**config.mk**
```make
export PLATFORM = sky130hd
export DESIGN_NAME = spi_bus_arbiter
export DESIGN_NICKNAME = d
export VERILOG_FILES = /design/src/rtl/spi_pkg.sv /design/src/rtl/spi_clk_gen.sv /design/src/rtl/spi_bus_arbiter.sv
export SDC_FILE = /design/constraint.sdc
export NUM_CORES = 1
export LEC_CHECK = 0
export CORE_MARGIN = 10
export CORE_UTILIZATION = 50
export DETAILED_ROUTE_END_ITERATION = 8
export PLACE_DENSITY = 0.76
export SLEW_MARGIN = 30
export SYNTH_ARGS = -nofsm -noshare
export SYNTH_HDL_FRONTEND = slang
export SYNTH_SLANG_ARGS = --single-unit
```
**constraint.sdc**
```tcl
create_clock -name clk_i -period 2.2 [get_ports clk_i]
set_input_delay 0.22 -clock clk_i [delete_from_list [all_inputs] [get_ports clk_i]]
set_output_delay 0.22 -clock clk_i [all_outputs]
set_load 0.01 [all_outputs]
```
**src/rtl/spi_pkg.sv**
```systemverilog
// Shared definitions for the SPI bus arbiter: FSM state encoding and SPI mode constants.
package spi_pkg;

    typedef enum logic [2:0] {
        IDLE   = 3'd0,
        SETUP  = 3'd1,
        ACTIVE = 3'd2,
        SHIFT  = 3'd3,
        HOLD   = 3'd4
    } state_e;

    // Mode 0: SCK idles low, data launched on falling edge, sampled on rising edge.
    localparam logic        SPI_CPOL = 1'b0;
    localparam int unsigned SPI_BITS = 8;

    function automatic logic [1:0] onehot2(input logic idx);
        return idx ? 2'b10 : 2'b01;
    endfunction

endpackage

```
**src/rtl/spi_clk_gen.sv**
```systemverilog
// SCK divider and bit counter; emits single-cycle ticks on the clk_i edge where SCK rises or falls.
module spi_clk_gen
    import spi_pkg::*;
#(
    parameter int unsigned CLK_DIV = 4
) (
    input  logic clk_i,
    input  logic rstn_i,
    input  logic en_i,
    output logic sck_o,
    output logic rise_o,
    output logic fall_o,
    output logic last_o
);

    logic [7:0] div_q, div_d;
    logic [2:0] bit_q, bit_d;
    logic       sck_q, sck_d;
    logic       div_end;

    assign div_end = en_i && (div_q == 8'(CLK_DIV - 1));
    assign rise_o  = div_end && (sck_q == SPI_CPOL);
    assign fall_o  = div_end && (sck_q != SPI_CPOL);
    assign last_o  = fall_o && (bit_q == 3'(SPI_BITS - 1));
    assign sck_o   = sck_q;

    always_comb begin
        div_d = div_q;
        bit_d = bit_q;
        sck_d = sck_q;
        if (!en_i) begin
            div_d = '0;
            bit_d = '0;
            sck_d = SPI_CPOL;
        end else if (div_end) begin
            div_d = '0;
            sck_d = ~sck_q;
            if (fall_o) begin
                bit_d = bit_q + 3'd1;
            end
        end else begin
            div_d = div_q + 8'd1;
        end
    end

    always_ff @(posedge clk_i) begin
        if (!rstn_i) begin
            div_q <= '0;
            bit_q <= '0;
            sck_q <= SPI_CPOL;
        end else begin
            div_q <= div_d;
            bit_q <= bit_d;
            sck_q <= sck_d;
        end
    end

endmodule

```
**src/rtl/spi_bus_arbiter.sv**
```systemverilog
// Two-requester round-robin arbiter owning one SPI mode-0 master; each session selects one
// of two chip selects and carries any number of 8-bit full-duplex transfers.
module spi_bus_arbiter
    import spi_pkg::*;
#(
    parameter int unsigned CLK_DIV = 4
) (
    input  logic            clk_i,
    input  logic            rstn_i,
    input  logic [1:0]      req_i,
    input  logic [1:0]      sel_i,
    output logic [1:0]      gnt_o,
    input  logic [1:0]      tx_valid_i,
    input  logic [1:0][7:0] tx_data_i,
    output logic [1:0]      tx_ready_o,
    output logic [1:0]      rx_valid_o,
    output logic [7:0]      rx_data_o,
    output logic            spi_clk_o,
    output logic            spi_sdo_o,
    input  logic            spi_sdi_i,
    output logic [1:0]      spi_csn_o
);

    state_e     state_q, state_d;
    logic       owner_q, owner_d;
    logic       sel_q, sel_d;
    logic       last_q, last_d;
    logic [7:0] wait_q, wait_d;
    logic [7:0] tx_sh_q, tx_sh_d;
    logic [7:0] rx_sh_q, rx_sh_d;
    logic [7:0] rx_data_q, rx_data_d;
    logic [1:0] rx_valid_q, rx_valid_d;

    logic       winner;
    logic       wait_end;
    logic       in_session;
    logic       sck_rise, sck_fall, byte_last;

    spi_clk_gen #(
        .CLK_DIV(CLK_DIV)
    ) u_clk_gen (
        .clk_i  (clk_i),
        .rstn_i (rstn_i),
        .en_i   (state_q == SHIFT),
        .sck_o  (spi_clk_o),
        .rise_o (sck_rise),
        .fall_o (sck_fall),
        .last_o (byte_last)
    );

    // On a tie the requester that was not served last wins.
    assign winner   = (req_i == 2'b11) ? ~last_q : req_i[1];
    assign wait_end = (wait_q == 8'(CLK_DIV - 1));

    always_comb begin
        state_d    = state_q;
        owner_d    = owner_q;
        sel_d      = sel_q;
        last_d     = last_q;
        wait_d     = wait_q;
        tx_sh_d    = tx_sh_q;
        rx_sh_d    = rx_sh_q;
        rx_data_d  = rx_data_q;
        rx_valid_d = '0;
        unique case (state_q)
            IDLE: begin
                wait_d = '0;
                if (|req_i) begin
                    owner_d = winner;
                    sel_d   = sel_i[winner];
                    state_d = SETUP;
                end
            end
            SETUP: begin
                if (wait_end) begin
                    wait_d  = '0;
                    state_d = ACTIVE;
                end else begin
                    wait_d = wait_q + 8'd1;
                end
            end
            ACTIVE: begin
                if (tx_valid_i[owner_q]) begin
                    tx_sh_d = tx_data_i[owner_q];
                    state_d = SHIFT;
                end else if (!req_i[owner_q]) begin
                    wait_d  = '0;
                    state_d = HOLD;
                end
            end
            SHIFT: begin
                if (sck_rise) begin
                    rx_sh_d = {rx_sh_q[6:0], spi_sdi_i};
                end
                if (sck_fall) begin
                    tx_sh_d = {tx_sh_q[6:0], 1'b0};
                end
                // A dropped request is only honoured back in ACTIVE, so the byte always completes.
                if (byte_last) begin
                    rx_data_d  = rx_sh_q;
                    rx_valid_d = onehot2(owner_q);
                    state_d    = ACTIVE;
                end
            end
            HOLD: begin
                if (wait_end) begin
                    wait_d  = '0;
                    last_d  = owner_q;
                    state_d = IDLE;
                end else begin
                    wait_d = wait_q + 8'd1;
                end
            end
            default: state_d = IDLE;
        endcase
    end

    always_ff @(posedge clk_i) begin
        if (!rstn_i) begin
            state_q    <= IDLE;
            owner_q    <= 1'b0;
            sel_q      <= 1'b0;
            last_q     <= 1'b1;
            wait_q     <= '0;
            tx_sh_q    <= '0;
            rx_sh_q    <= '0;
            rx_data_q  <= '0;
            rx_valid_q <= '0;
        end else begin
            state_q    <= state_d;
            owner_q    <= owner_d;
            sel_q      <= sel_d;
            last_q     <= last_d;
            wait_q     <= wait_d;
            tx_sh_q    <= tx_sh_d;
            rx_sh_q    <= rx_sh_d;
            rx_data_q  <= rx_data_d;
            rx_valid_q <= rx_valid_d;
        end
    end

    assign in_session = (state_q != IDLE);
    assign gnt_o      = in_session ? onehot2(owner_q) : 2'b00;
    assign spi_csn_o  = in_session ? ~onehot2(sel_q) : 2'b11;
    assign tx_ready_o = (state_q == ACTIVE) ? onehot2(owner_q) : 2'b00;
    assign spi_sdo_o  = (state_q == SHIFT) && tx_sh_q[7];
    assign rx_valid_o = rx_valid_q;
    assign rx_data_o  = rx_data_q;

endmodule

```
# Word level (Yosys, flattened, before mapping)
# Cells that the tools add are included.
# word_totals
register_bits	52
in_bits	25
word_cells	89
# classes
add_sub_neg	3
order_cmp	2
eq_ne	17
n_mux	28
n_bitwise	5
n_reduce_logical	22
# ops
op	n
$mux W8	7
$pmux W8 S3	1
$mux W3	6
$add A8 B1 Y8 const B	2
$eq A8 B2 Y1 const B	2
$ne A2 B2 Y1 const B	8
$pmux W8 S2	1
$pmux W3 S5	1
$reduce_and A2 Y1	6
$mux W2	5
$reduce_and A3 Y1	3
$mux W1	7
$eq A3 B2 Y1 const B	2
$eq A3 B3 Y1 const B	2
$reduce_bool A3 Y1	2
$logic_and A1 B1 Y1	5
$reduce_and A5 Y1	1
$lt A1 B2 Y1 const B	2
$not A1 Y1	4
$reduce_or A2 Y1	2
$add A3 B1 Y3 const B	1
$eq A3 B1 Y1 const B	1
$logic_not A3 Y1	1
$ne A3 B3 Y1 const B	1
4 further kinds	4

# Longest topological paths before layout
# logic_depth
word_depth	6
depth_mapped	7

# Cells and area by module
# A second synthesis with hierarchy kept.
# unflattened
cells_unflattened	301
hier_area_um2	2571.2
# by_module_without_submodules
mod	instances	cells_per_inst	area_per_inst_um2	seq_area_each_um2
spi_bus_arbiter	1	239	2015.7	800.8
spi_clk_gen	1	62	555.5	240.2

# Worst setup path before layout
# OpenSTA, ideal clock, no wires.
# synth_path
path_type	register -> register
start	register wait_q[0]
end	register state_q[0]
arrival_ns	1.709
required_time_ns	2.071
setup_slack_ns	0.362
stages_incl_launch_ff	7
path_buffers	0
period_less_slack_ns	1.838
path_cell_list	dfxtp_1 -> ha_1 -> or4b_1 -> nor4_1 -> o211ai_1 -> o41ai_1 -> a21oi_1
# synth_between
elab_chain_cells	3
elab_cells_between_ends	4
cone_classes	3 x eq/ne; 1 x reduce/logical
# synth_rtl
item	line	rtl
start: declaration	spi_bus_arbiter.sv:28	logic [7:0] wait_q, wait_d;
start signal: assignment	spi_bus_arbiter.sv:134	wait_q <= wait_d;
$eq A8 B2 Y1 *	spi_bus_arbiter.sv:53	assign wait_end = (wait_q == 8'(CLK_DIV - 1));
$ne A2 B2 Y1 (no line)	n/a	
$reduce_and A5 Y1 (no line) *	n/a	
end signal: assignment	spi_bus_arbiter.sv:130	state_q <= state_d;
end: declaration	spi_bus_arbiter.sv:24	state_e state_q, state_d;
# Mark *: on every way between the ends. The rest lies on a longest branch, timed or not.
# A chain may end at the register's enable or synchronous reset.

# Worst setup path after layout
# layout_path
start	register owner_q
end	output tx_ready_o[1]
# layout_between
elab_chain_cells	2
# layout_rtl
item	line	rtl
start: declaration	spi_bus_arbiter.sv:25	logic owner_q, owner_d;
start signal: assignment	spi_bus_arbiter.sv:131	owner_q <= owner_d;
$mux W2	spi_pkg.sv:17	return idx ? 2'b10 : 2'b01;
$mux W2	spi_bus_arbiter.sv:145	assign tx_ready_o = (state_q == ACTIVE) ? onehot2(owner_q) : 2'b00;
end: declaration	spi_bus_arbiter.sv:15	output logic [1:0] tx_ready_o,
# Every way passes these cells.

==> flow_summary.toml <==
[outcome]
outcome = "finished, final reports clean"

[timing]
hold_viol_final = 0
tns_ns = 0
finalSetupViolCount = 0
clock-skew-final_ns = 0.0106
slew_headroom_pct = 64.9
rsz0062_at_grt = "false"
min_period_over_period_pct = 96.4
whs_ns = 0.455
max_freq_mhz = 472
slew_viol_final = 0
min_period_ns = 2.12
tightest_slew_ns = 0.526

[power_and_ir_drop]
power_density_nw_per_um2 = 714
vdd_drop_max_v = 0.000448
p_leak_nw = 1.11

[synth]
ys_seq_area_share_pct = 42.8
ys_warn_count = 0
ys_ff_latch = 52
syn_nets = 292
post-synth-top-area-fraction_pct = 42.8
postSynthCellCount = 263
syn_area_um2 = 2430
synth_edf_count = 0
synthTopCellsByArea = "dfxtp_1 (43%), mux2i_1 (11%), nor2_1 (4.6%)"
ys_types = 44
postSynthAreaPerCell_um2 = 9.25
yosysTopAreaCell = "dfxtp_1"
synthArstFlopShare_pct = 0
yosys_most_used_dff = "dfxtp_1"

[floorplanning]
io_pins = 43
dieHeight_um = 89.7
die_x_um = 89.7
start_util_pct = 51.5
rows = 25
die_area_um2 = 8050
coreArea_um2 = 4720

[critical_path]
critical_path_class = "reg2out"
cp.arrival_ns = 1.90
slowest_stage = "clkdlybuf4s50_1"
crit_required_ns = 1.98
cp_max_fo = 12
cp_slowest_stage_delay_ns = 0.56
start_kind = "register"
cp_cell_sequence = "buf_4 -> inv_1 -> nor2_1 -> clkdlybuf4s50_1"
endpoint_kind = "output port"

[route]
drc = 0
avgViaCountPerCell = 5.14
vias = 1921
wl_per_cell_um = 12.8
routed_wl_um = 4800
drtPass1Iterations = 6
antenna_left = 0
drt_iter0_drc = 75

[worst_hold_path]
hold_class = "reg2reg"

[cts]
htree_num_levels = 2
cts_inserted_buffers = 5
cts_max_path_buffers = 2
clockRootBuffer = "clkbuf_8"
hold_buffers = 0
clk_pin_slew_worst_paths_ns = 0.09
clock-sinks = 52
clkLatencyLatePin_ns = 0.31
post_cts_buffers = 0
tritoncts = "yes"

[placement]
dp_hpwl_um = 3610
place_area_um2 = 2920
io_buffer_count = 42
gp_congestion = 0.797

[finish]
drive_gt1_share_pct = 8.47
antenna_cells = 0
fin_nets = 335
final_util_pct = 63.9
nFillCells = 411
seq_area_um2 = 1040
multiInputGateArea_um2 = 1320
fin_area_um2 = 3020
synthToLayoutAreaGrowth_pct = 24.1

[global_routing]
grt_pass1_vias = 1852
grt_antenna_before_repair = 0
grt_max_degree = 20
grt-ovfl-total = 0
grt_pass1_wl_um = 8260
track_usage_pct = 11.9

[flow_run]
drv_cap = 0
kinds of logic (layout without fill, tap and decap cells):
group                    Yosys count  count (layout)  synth area share (%)
adder cells (fa/ha/maj)            4               4                  2.06
multiplexers                      29              29                  12.1
buffers and inverters             16              60                  3.29
AO/OA/AOI/OAI                     32              32                  9.57
AND/OR/NAND/NOR                  114             114                  24.4
XOR/XNOR                          16              16                  5.76
flip-flops                        52              52                  42.8
layout make-up:
| class | instances | share of cell area [%] |
|---|---|---|
| timing repair buffer | 49 | 15.7 |
| clock buffer | 6 | 2.40 |
| clock inverter | 2 | 0.539 |
| inverter | 3 | 0.373 |
| multi-input combinational | 195 | 43.7 |
| sequential | 52 | 34.5 |
| tap | 67 | 2.78 |
repair_timing:
| item | in CTS | in global routing |
|---|---|---|
| resized for setup | 1 | 2 |
| endpoints found under the setup margin | 2 | 10 |
| endpoints found under the hold margin | 0 | 0 |
through the flow:
| step | instances | setup WS [ns] | power, W |
|---|---|---|---|
| final | 374 | 0.0800 | 0.00216 |
| after global routing | 374 | 0.00645 | 0.00228 |
| after CTS | 374 | 0.0348 | 0.00218 |
| after detailed placement | 366 | 0.105 | 0.00164 |
| after global placement | 366 | 0.219 | 0.00163 |
| after floorplan | 263 | 0.362 | 0.00143 |
critical path, delay by kind of cell (launching register included):
kind,cells,cell delay [ns]
buf+inv,3,0.97
flops,1,0.48
simple gates,1,0.14
layer usage:
metal,share of wire (%),GRT usage [%]
met2,46,19.5
met1,47,13.9
met5,0,0
met3,5.6,3.91
met4,1.4,5.12
cell usage in the layout (no fill, tap or decap), types with 7 or more instances in the layout:
master | Yosys | routed
nand2_1 | 29 | 29
nor2_1 | 30 | 30
buf_4 | 0 | 7
nor2b_1 | 17 | 17
xor2_1 | 9 | 9
xnor2_1 | 7 | 7
mux2i_1 | 26 | 26
o2111ai_1 | 7 | 7
dfxtp_1 | 52 | 51
clkdlybuf4s50_1 | 0 | 42
o21ai_0 | 11 | 11
sequential cells by signal, indices dropped and copies added (netlist names):
register,flops
rx_valid_o,2
sel_q,1
u_clk_gen.sck_o,1
tx_sh_q,8
wait_q,8
u_clk_gen.div_q,8
state_q,3
last_q,1
owner_q,1
rx_data_o,8
rx_sh_q,8
u_clk_gen.bit_q,3
worst paths after layout:
kind,cells after the start,start,slack [ns],to
worst min register to register,1,u_clk_gen.div_q[0]$_SDFF_PP0_,0.46,u_clk_gen.div_q[0]$_SDFF_PP0_
worst max register to register,6,wait_q[0]$_SDFFE_PN0P_,0.19,wait_q[5]$_SDFFE_PN0P_
worst min-delay path,1,u_clk_gen.div_q[0]$_SDFF_PP0_,0.46,u_clk_gen.div_q[0]$_SDFF_PP0_
worst max-delay path,4,owner_q$_SDFFE_PN0P_,0.08,tx_ready_o[1]
where the power goes:
group	internal [W]	total [W]	switching (W)	leakage, nW
Clock	0.000226	0.000533	0.000306	0.0414
Sequential	0.000990	0.00106	0.0000660	0.420
Combinational	0.000280	0.000567	0.000288	0.651
Total	0.00150	0.00216	0.000660	1.11
synth_stat cells (2+ instances only):
master / number
nor3_1: 4
nor2_1: 30
a21boi_0: 2
nand2b_1: 3
buf_2: 4
o21ai_0: 11
clkbuf_1: 6
inv_1: 3
nand3b_1: 4
buf_6: 2
nand4_1: 5
and2_1: 3
nand3_1: 5
o211ai_1: 2
nor2b_1: 17
dfxtp_1: 52
o2111ai_1: 7
mux2i_1: 26
or3_1: 3
nand2_1: 29
xnor2_1: 7
a21oi_1: 2
mux2_2: 3
xor2_1: 9
and3_1: 2
ha_1: 4
Note: power is estimated with default switching activity, not from simulation.
